### src/rtl/vid_timing_pkg.sv
// Shared types, helpers and standard timing presets for the video timing generator.
package vid_timing_pkg;

  typedef enum logic [1:0] {
    IDLE      = 2'd0,
    RUN       = 2'd1,
    STOP_PEND = 2'd2
  } state_t;

  typedef struct packed {
    logic [15:0] h_active;
    logic [15:0] h_fp;
    logic [15:0] h_sync;
    logic [15:0] h_bp;
    logic [15:0] v_active;
    logic [15:0] v_fp;
    logic [15:0] v_sync;
    logic [15:0] v_bp;
    logic        hs_pol;
    logic        vs_pol;
  } timing_t;

  function automatic int unsigned axis_total(input int unsigned active,
                                             input int unsigned fp,
                                             input int unsigned sync,
                                             input int unsigned bp);
    return active + fp + sync + bp;
  endfunction

  localparam timing_t TIMING_1080P60 = '{
    h_active: 16'd1920, h_fp: 16'd88,  h_sync: 16'd44, h_bp: 16'd148,
    v_active: 16'd1080, v_fp: 16'd4,   v_sync: 16'd5,  v_bp: 16'd36,
    hs_pol: 1'b1, vs_pol: 1'b1
  };

  localparam timing_t TIMING_720P60 = '{
    h_active: 16'd1280, h_fp: 16'd110, h_sync: 16'd40, h_bp: 16'd220,
    v_active: 16'd720,  v_fp: 16'd5,   v_sync: 16'd5,  v_bp: 16'd20,
    hs_pol: 1'b1, vs_pol: 1'b1
  };

  // 640x480 uses negative sync polarity on both axes.
  localparam timing_t TIMING_480P = '{
    h_active: 16'd640,  h_fp: 16'd16,  h_sync: 16'd96, h_bp: 16'd48,
    v_active: 16'd480,  v_fp: 16'd10,  v_sync: 16'd2,  v_bp: 16'd33,
    hs_pol: 1'b0, vs_pol: 1'b0
  };

endpackage

### src/rtl/vtg_axis_cnt.sv
// One raster axis: a wrap counter with active, sync and last-position decode flags.
module vtg_axis_cnt
  import vid_timing_pkg::*;
#(
  parameter int unsigned ACTIVE = 8,
  parameter int unsigned FP     = 2,
  parameter int unsigned SYNC   = 2,
  parameter int unsigned BP     = 2,
  parameter int unsigned CW     = 12
) (
  input  logic          clk,
  input  logic          rst,
  input  logic          clr,
  input  logic          step,
  output logic [CW-1:0] cnt,
  output logic          active,
  output logic          sync,
  output logic          last
);

  localparam int unsigned   TOTAL    = axis_total(ACTIVE, FP, SYNC, BP);
  localparam logic [CW-1:0] ACT_END  = CW'(ACTIVE);
  localparam logic [CW-1:0] SYNC_BEG = CW'(ACTIVE + FP);
  localparam logic [CW-1:0] SYNC_END = CW'(ACTIVE + FP + SYNC);
  localparam logic [CW-1:0] LAST_VAL = CW'(TOTAL - 1);

  always_ff @(posedge clk) begin
    if (rst || clr) begin
      cnt <= '0;
    end else if (step) begin
      cnt <= last ? '0 : cnt + CW'(1);
    end
  end

  assign active = (cnt < ACT_END);
  assign sync   = (cnt >= SYNC_BEG) && (cnt < SYNC_END);
  assign last   = (cnt == LAST_VAL);

endmodule

### src/rtl/vid_timing_gen.sv
// Video raster timing generator: HS/VS/DE plus frame-start pulse, started and
// stopped only on frame boundaries under a level enable.
module vid_timing_gen
  import vid_timing_pkg::*;
#(
  parameter int unsigned H_ACTIVE = 1920,
  parameter int unsigned H_FP     = 88,
  parameter int unsigned H_SYNC   = 44,
  parameter int unsigned H_BP     = 148,
  parameter int unsigned V_ACTIVE = 1080,
  parameter int unsigned V_FP     = 4,
  parameter int unsigned V_SYNC   = 5,
  parameter int unsigned V_BP     = 36,
  parameter bit          HS_POL   = 1'b1,
  parameter bit          VS_POL   = 1'b1,
  parameter int unsigned CW       = 12
) (
  input  logic          clk_i,
  input  logic          rst_i,
  input  logic          en_i,
  output logic          hs_o,
  output logic          vs_o,
  output logic          de_o,
  output logic          fs_o,
  output logic [CW-1:0] x_o,
  output logic [CW-1:0] y_o,
  output logic          busy_o,
  output logic [15:0]   frame_cnt_o
);

  localparam logic [CW-1:0] VS_FIRST = CW'(V_ACTIVE + V_FP);

  state_t        state;
  state_t        state_next;
  logic          run;
  logic [CW-1:0] hcnt;
  logic [CW-1:0] vcnt;
  logic          h_active;
  logic          h_sync;
  logic          h_last;
  logic          v_active;
  logic          v_sync;
  logic          v_last;
  logic          frame_last;

  assign run        = (state != IDLE);
  assign frame_last = h_last && v_last;

  vtg_axis_cnt #(
    .ACTIVE(H_ACTIVE), .FP(H_FP), .SYNC(H_SYNC), .BP(H_BP), .CW(CW)
  ) u_h_axis (
    .clk   (clk_i),
    .rst   (rst_i),
    .clr   (!run),
    .step  (run),
    .cnt   (hcnt),
    .active(h_active),
    .sync  (h_sync),
    .last  (h_last)
  );

  vtg_axis_cnt #(
    .ACTIVE(V_ACTIVE), .FP(V_FP), .SYNC(V_SYNC), .BP(V_BP), .CW(CW)
  ) u_v_axis (
    .clk   (clk_i),
    .rst   (rst_i),
    .clr   (!run),
    .step  (run && h_last),
    .cnt   (vcnt),
    .active(v_active),
    .sync  (v_sync),
    .last  (v_last)
  );

  always_ff @(posedge clk_i) begin
    if (rst_i) begin
      state <= IDLE;
    end else begin
      state <= state_next;
    end
  end

  // Dropping en_i on the very last frame cycle stops right there instead of
  // detouring through STOP_PEND for a whole extra frame.
  always_comb begin
    state_next = state;
    case (state)
      IDLE: begin
        if (en_i) state_next = RUN;
      end
      RUN: begin
        if (!en_i) state_next = frame_last ? IDLE : STOP_PEND;
      end
      STOP_PEND: begin
        if (en_i)            state_next = RUN;
        else if (frame_last) state_next = IDLE;
      end
      default: state_next = IDLE;
    endcase
  end

  always_ff @(posedge clk_i) begin
    if (rst_i) begin
      hs_o        <= ~HS_POL;
      vs_o        <= ~VS_POL;
      de_o        <= 1'b0;
      fs_o        <= 1'b0;
      x_o         <= '0;
      y_o         <= '0;
      busy_o      <= 1'b0;
      frame_cnt_o <= 16'd0;
    end else begin
      hs_o   <= (run && h_sync) ? HS_POL : ~HS_POL;
      vs_o   <= (run && v_sync) ? VS_POL : ~VS_POL;
      de_o   <= run && h_active && v_active;
      fs_o   <= run && (vcnt == VS_FIRST) && (hcnt == '0);
      x_o    <= hcnt;
      y_o    <= vcnt;
      busy_o <= run;
      if (run && frame_last) begin
        frame_cnt_o <= frame_cnt_o + 16'd1;
      end
    end
  end

endmodule

### config.mk
export PLATFORM = sky130hd
export DESIGN_NAME = vid_timing_gen
export DESIGN_NICKNAME = d
export VERILOG_FILES = /design/src/rtl/vid_timing_pkg.sv /design/src/rtl/vtg_axis_cnt.sv /design/src/rtl/vid_timing_gen.sv
export SDC_FILE = /design/constraint.sdc
export NUM_CORES = 1
export LEC_CHECK = 0
export BUFFER_PORTS_ARGS = -buffer_cell sky130_fd_sc_hd__buf_4
export CAP_MARGIN = 20
export CORE_MARGIN = 3
export CORE_UTILIZATION = 30
export CTS_CLUSTER_SIZE = 30
export DETAILED_ROUTE_END_ITERATION = 8
export PLACE_DENSITY = 0.57
export RECOVER_POWER = 50
export SKIP_LAST_GASP = 1
export SYNTH_ARGS = -nofsm -noshare
export SYNTH_HDL_FRONTEND = slang
export SYNTH_SLANG_ARGS = --single-unit
### constraint.sdc
create_clock -name clk_i -period 2.8 [get_ports clk_i]
set_input_delay 0.28 -clock clk_i [delete_from_list [all_inputs] [get_ports clk_i]]
set_output_delay 0.28 -clock clk_i [all_outputs]
set_load 0.01 [all_outputs]
### Word level (Yosys, flattened, before mapping)

Index checks and enable logic that the tools add are counted.

| storage, ports and cells | value |
|---|---|
| flip-flop bits (word level) | 71 |
| input port bits | 3 |
| output and inout bits | 45 |
| logic and storage cells | 55 |

| cells by class | value |
|---|---|
| add/sub/neg operators | 3 |
| order comparisons | 6 |
| equal/unequal tests | 8 |
| muxes and demuxes | 10 |
| reductions and logical operators | 17 |

Operators with widths:

| cell | count |
|---|---|
| 12-bit by 11-bit < comparator with 1-bit output, second input constant | 3 |
| 12-bit by 1-bit adder with 12-bit output, second input constant | 2 |
| 12-bit by 11-bit equality test with 1-bit output, second input constant | 2 |
| 12-bit by 11-bit >= comparator with 1-bit output, second input constant | 2 |
| 12-bit two-way mux | 2 |
| 16-bit by 1-bit adder with 16-bit output, second input constant | 1 |
| 12-bit equality test, second input constant | 1 |
| 12-bit logical NOT | 1 |
| 12-bit < comparator, second input constant | 1 |
| 1-bit logical AND | 11 |
| 2-bit two-way mux | 5 |
| 2-bit case mux with 3 select lines | 1 |
| 2-bit != test, second input constant | 2 |
| 3-bit != test, second input constant | 1 |
| 3-bit AND reduction | 1 |
| 2-bit by 1-bit equality test with 1-bit output, second input constant | 1 |
| 2-bit equality test, second input constant | 1 |
| 2-bit logical NOT | 1 |
| 1-bit two-way mux | 2 |
| 2-bit nonzero test | 1 |
| 1-bit logical NOT | 1 |
| 1-bit logical OR | 1 |

### Logic depth before layout (Yosys ltp)

Gate-level depths: netlist of the first run.

| depth | value |
|---|---|
| depth after elaboration | 5 |
| mapped depth | 8 |

### Modules after synthesis

From an unflattened synthesis of the first run, not the netlist that was laid out.

| unflattened totals | value |
|---|---|
| cells, all modules | 311 |
| area total of the unflattened synthesis | 3,085.5 µm² |

Modules (own cells, without submodules):

| module | times used | cells an instance | area an instance (µm²) | sequential area each (µm²) |
|---|---|---|---|---|
| vid_timing_gen | 1 | 163 | 1,700.4 | 940.9 |
| vtg_axis_cnt at u_v_axis | 1 | 77 | 754.5 | 240.2 |
| vtg_axis_cnt at u_h_axis | 1 | 71 | 630.6 | 240.2 |

### Least setup slack after synthesis of the first run

Ideal clock, no wire load.

| timing path | value |
|---|---|
| path type | reg-to-reg |
| from | register u_h_axis.cnt[3] |
| to | register u_v_axis.cnt[9] |
| arrival time | 2.135 ns |
| path slack | 0.533 ns |
| cell stages (with the launch flop) | 8 |
| clock period less this slack | 2.267 ns |
| cell sequence | dfxtp_1 -> or4_4 -> or4_1 -> clkbuf_2 -> buf_2 -> buf_2 -> o31ai_1 -> a21oi_1 |

| on the way | value |
|---|---|
| word-level cells in the longest chain between the ends | 2 |

RTL lines:

| what | line | source |
|---|---|---|
| start, declared | vtg_axis_cnt.sv:15 | `output logic [CW-1:0] cnt,` |
| start signal, assigned | vtg_axis_cnt.sv:31 | `cnt <= last ? '0 : cnt + CW'(1);` |
| 12-bit equality test | vtg_axis_cnt.sv:37 | `assign last = (cnt == LAST_VAL);` |
| 1-bit logical AND | vid_timing_gen.sv:68 | `.step (run && h_last),` |
| end signal, assigned | vtg_axis_cnt.sv:31 |  |
| end, declared | vtg_axis_cnt.sv:15 |  |

No other way between the ends.
A chain may end at the register's enable or synchronous reset.

### Final worst setup path of the first run

| timing path | value |
|---|---|
| from | register u_h_axis.cnt[3] |
| to | register u_v_axis.cnt[7] |

Same word-level chain as after synthesis.

==> results.cfg, run 1 <==
[power_and_ir_drop]
power_frac_comb_pct = 1.8
seq_power_share_pct = 51.4
p_int_mw = 1.53
power_frac_clock_pct = 46.8
cellPowerDensity_nw_per_um2 = 559
switching_share_pct = 22.6
peakVddDrop_v = 0.000319
p_leak_nw = 1.21
power_switching_uw = 447

[synthesis]
yosys_most_used_dff = dfxtp_1
synth_top_family_by_area = simple AND/OR/NAND/NOR gates
yosysSeqAreaShare_pct = 48.2
synth_cells = 326
synthMuxAreaShare_pct = 2.29
synth_fa_ha_area_share_pct = 2.55
synthSimpleGateAreaFrac_pct = 28.7
yosys_warnings = 0
synth_top_cell_by_area = dfxtp_1
synth_area_um2 = 2950
synth_seq_cells = 71
synth_area_leaders = dfxtp_1, nor2b_1, a21oi_1
synth.top_cell.area_share_pct = 48.2
synth_compound_area_share_pct = 11.6
synth.distinct_cells = 42
synth_commonest_cells = dfxtp_1, nor2_1, nor2b_1
async_flop_share_pct = 0
synthXorXnorAreaFrac_pct = 2.97
yosysMostFrequentCell = dfxtp_1
syn_nets = 335
synth.avg_cell_area_um2 = 9.04
synth_edf_count = 0

[clock_network]
path_clk_slew_ns = 0.08
cts_tree = done
postCtsHoldBufs = 0
root_buffer = clkbuf_8
cts_buffers = 9
ctsResizeCount = 0
htree_levels = 3
post_cts_buffers = 0
clkSinkCount = 71
clk_latency_ns = 0.35
clockBufferDepth = 2

[floorplan]
num_rows = 35
chipHeight_um = 105
die_x_um = 105
design.portCount = 48
core_area_um2 = 9370
die_area_um2 = 11000
start_util_pct = 31.4

[routing]
drc = 0
totalWireLength_um = 6970
drt-initial-drc-count = 123
vias = 2526
avgViaCountPerCell = 4.98
routedWlPerCell_um = 13.7
dr.pass1.iters = 4
ant_nets = 0

[sta]
fin_ws_ns = 0.362
finalHoldViolations = 0
clock_skew_ns = 0.0112
setup-tns-final_ns = 0
finalCritPeriodShare_pct = 87.1
setup_violations = 0
drv_slew = 0
period_minus_slack_ns = 2.44
rsz0062_at_grt = no
relSlewSlack_pct = 60.8
tightestPinTransition_ns = 0.587
max_freq_mhz = 410

[place]
hpwlAfterDp_um = 4740
dp_cells = 491
place_ws_ns = 0.417
post_dp_cell_area_um2 = 3440
gp_congestion = 0.817
io_buffers = 47

[global_routing]
grt_max_degree = 51
grt_pass1_wl_um = 11600
overflow = 0
antenna_found_initial = 0
track_usage_pct = 12.8
grt_pass1_vias = 2408

[critical_path]
path_max_fanout = 26
endpoint_kind = flop
worstPathArrival_ns = 2.72
worst_r2r_path_depth = 5
reg2reg_slack_ns = 0.36
crit_top_cell = or4_1
worstPathRequired_ns = 3.09
critPathMaxStageDelay_ns = 0.58
worst_r2r_endpoint = u_v_axis.cnt[7]
crit_type = flop to flop
critPathSlowestCell = or4_4
endpoint = u_v_axis.cnt[7]
crit_path_start_kind = flop
startpoint = u_h_axis.cnt[3]
timing.rr.start = u_h_axis.cnt[3]
worstPathCellList = or4_4, or4_1, buf_4, or4_1, a21oi_1

[run]
drv_cap = 0

[finish]
syn_to_final_growth_pct = 20.1
multi_input_area_um2 = 1420
instances_no_fill = 507
register_area_um2 = 1420
fill_cells = 1023
nets = 382
final_area_um2 = 3540
drive_above_1_share_pct = 12.2
fin_util_pct = 37.8
n_antenna_cell = 0

[run_status]
status = finished clean

[hold_path]
hp-class = input port to flop
## cell usage in the layout (no fill, tap or decap), types with 8 or more instances in the layout
cell / synthesis / final
buf_4: 0 / 20
a21oi_1: 23 / 23
xnor2_1: 8 / 8
o21ai_0: 12 / 12
nand4_1: 16 / 16
nor2b_1: 26 / 26
inv_1: 10 / 10
nor2_1: 26 / 26
clkbuf_8: 0 / 9
o31ai_1: 8 / 8
or3_1: 10 / 10
nand2_1: 18 / 18
dfxtp_1: 71 / 71
or4_1: 11 / 11
nand3_1: 10 / 10
clkbuf_1: 11 / 33
## cell families after synthesis
logic type,Yosys count
AO/OA/AOI/OAI,56
XOR/XNOR,10
adder cells (fa/ha/maj),6
buffers and inverters,27
flip-flops,71
multiplexers,6
AND/OR/NAND/NOR,150
## power groups by stage
stage	clock, mW	sequential (mW)	combinational, mW
6_report	0.926	1.02	0.0357
5_1_grt	0.992	1.02	0.0400
4_1_cts	0.953	1.02	0.0379
3_5_place_dp	0	1.04	0.0378
3_3_place_gp	0	1.04	0.0374
2_1_floorplan	0	1.04	0.0251
## registers in the layout, indices dropped and copies added (netlist names)
| name | cells |
|---|---|
| state | 2 |
| y_o | 12 |
| busy_o | 1 |
| u_v_axis.cnt | 12 |
| u_h_axis.cnt | 12 |
| x_o | 12 |
| vs_o | 1 |
| hs_o | 1 |
| fs_o | 1 |
| de_o | 1 |
| frame_cnt_o | 16 |
## layer usage
| metal | track usage [%] | share of wire, % |
|---|---|---|
| met5 | 0 | 0 |
| met4 | 4.97 | 1.5 |
| met3 | 4.08 | 5.6 |
| met2 | 19.6 | 44 |
| met1 | 16.9 | 49 |
## area by class of cell
| cell class | count | area share (%) |
|---|---|---|
| inverter | 10 | 1.06 |
| sequential | 71 | 40.2 |
| timing repair buffer | 53 | 7.74 |
| multi-input combinational | 228 | 40.1 |
| clock inverter | 7 | 2.90 |
| tap | 129 | 4.56 |
| clock buffer | 9 | 3.50 |
## how the worst min path moves through the flow
stage	startpoint	end	slack [ns]	depth (start not counted)
6_report	en_i	state[1]	0.11	2
4_1_cts	en_i	state[1]	0.09	2
2_1_floorplan	en_i	state[1]	0.36	1
5_1_grt	en_i	state[1]	0.08	2
3_3_place_gp	u_h_axis.cnt[0]	u_h_axis.cnt[0]	0.46	1
3_5_place_dp	u_h_axis.cnt[0]	u_h_axis.cnt[0]	0.47	1
## per-stage QoR
step           total power, mW  hold WS, ns
2_1_floorplan             1.07        0.358
3_3_place_gp              1.08        0.458
3_5_place_dp              1.08        0.473
4_1_cts                   2.01       0.0889
5_1_grt                   2.05       0.0831
6_report                  1.98        0.106
## critical path: cells and delay by family, from the launching register on
kind | cells | cell delay (ns)
AO/OA/AOI/OAI | 1 | 0.15
buffers and inverters | 1 | 0.22
flip-flops | 1 | 0.37
AND/OR/NAND/NOR | 3 | 1.62
(Power assumes the default switching activity.)
==> run 2: changes to the inputs <==
clock period = 3.05 ns   (was 2.8 ns; I/O delays follow)
==> results.cfg, run 2 (synthesized netlist as in run 1, its figures left out) <==
[place]
post_dp_cell_area_um2 = 3420
io_buffers = 47
hpwlAfterDp_um = 4680
dp_cells = 489
gp_congestion = 0.768
place_ws_ns = 0.421

[finish]
largest_reg_flops = 16
fin_util_pct = 37.9
instances_no_fill = 505
layout_commonest_cell = dfxtp_1
drive_above_1_share_pct = 11.4
n_antenna_cell = 0
final_area_um2 = 3550
mostFrequentLayoutCells = dfxtp_1, clkbuf_1, nor2_1, nor2b_1, a21oi_1
nets = 380
syn_to_final_growth_pct = 20.4
top_register = frame_cnt_o

[critical_path]
worstPathArrival_ns = 2.94
critPathSlowestCell = or4_1
critPathMaxStageDelay_ns = 0.87
worstPathRequired_ns = 3.34
path_max_fanout = 26
crit_top_cell = or4_1
crit_type = flop to flop
crit_path_start_kind = flop
worstPathCellList = or4_4, or4_1, or4_1, a21oi_1
critPathTopFamily = simple AND/OR/NAND/NOR gates
endpoint_kind = flop
crit_buf_inv = 0

[sta]
hold_slack_ns = 0.135
setup_violations = 0
tightestPinTransition_ns = 2.11
period_minus_slack_ns = 2.65
finalCritPeriodShare_pct = 86.9
rsz0062_at_grt = no
drv_slew = 51
max_freq_mhz = 377
setup-tns-final_ns = 0
finalHoldViolations = 0
relSlewSlack_pct = -40.4
clock_skew_ns = 0.0112
fin_ws_ns = 0.400

[global_routing]
track_usage_pct = 12.8
overflow = 0
grt_max_degree = 51
grt_pass1_vias = 2384
grt_pass1_wl_um = 11400
antenna_found_initial = 0

[clock_network]
root_buffer = clkbuf_8
clk_latency_ns = 0.35
path_clk_slew_ns = 0.08
clockBufferDepth = 2
htree_levels = 3
ctsResizeCount = 0
clkSinkCount = 71
postCtsHoldBufs = 0
cts_tree = done
post_cts_buffers = 0
cts_buffers = 9

[routing]
ant_nets = 0
avgViaCountPerCell = 4.96
routedWlPerCell_um = 13.5
dr.pass1.iters = 4
drt-initial-drc-count = 115
drc = 0
vias = 2503
totalWireLength_um = 6840

[hold_path]
hp-class = input port to flop

[run_status]
status = complete, but fails checks
violations = max-capacitance violations, max-slew violations

[floorplan]
core_area_um2 = 9370
die_x_um = 105
num_rows = 35
die_area_um2 = 11000
chipHeight_um = 105
design.portCount = 48
start_util_pct = 31.4

[power_and_ir_drop]
power_mw = 1.90
cellPowerDensity_nw_per_um2 = 536
peakVddDrop_v = 0.000291
p_leak_nw = 1.22

[run]
drv_cap = 1
==> run 2: cell count changes in the layout (fill, tap and decap cells not counted), sizes merged <==
cell,delta
buf,-3
inv,-1
clkinvlp,-1
bufinv,+1
clkbuf,+2
==> run 2: power by group <==
group          leakage [nW]  internal (mW)  switching (mW)
registers             0.573          0.930         0.00458
logic                 0.517        0.00841          0.0241
clock network         0.127          0.571           0.365
==> run 2: worst register-to-register path, stage by stage, from the launching register on <==
cell	delay, ns
dfxtp_1	0.36
or4_4	0.58
or4_1	0.87
or4_1	0.63
a21oi_1	0.15
==> run 2: final timing paths <==
| check | from | endpoint | slack (ns) | depth (start not counted) |
|---|---|---|---|---|
| setup / recovery | u_h_axis.cnt[3] | u_v_axis.cnt[5] | 0.40 | 4 |
| hold / removal | en_i | state[1] | 0.14 | 2 |
| setup reg to reg | u_h_axis.cnt[3] | u_v_axis.cnt[5] | 0.40 | 4 |
| hold reg to reg | u_h_axis.cnt[0] | u_h_axis.cnt[0] | 0.49 | 1 |
==> run 2: routing by layer <==
metal,routed length [um],up-vias,track usage (%)
met4,97,0,4.87
met1,3370,1161,16.7
met2,3010,64,19.6
li1,-,1269,-
met5,0,-,0
met3,365,9,4.26
==> run 2: cell type report <==
class                   count  area (um^2)
fillers                  1021         5820
flip-flops and latches     71         1420
multi-input cells         228         1420
repair buffers             51          255
well taps                 129          161
clock buffers              10          138
clock inverters             6          116
inverters                  10         37.5
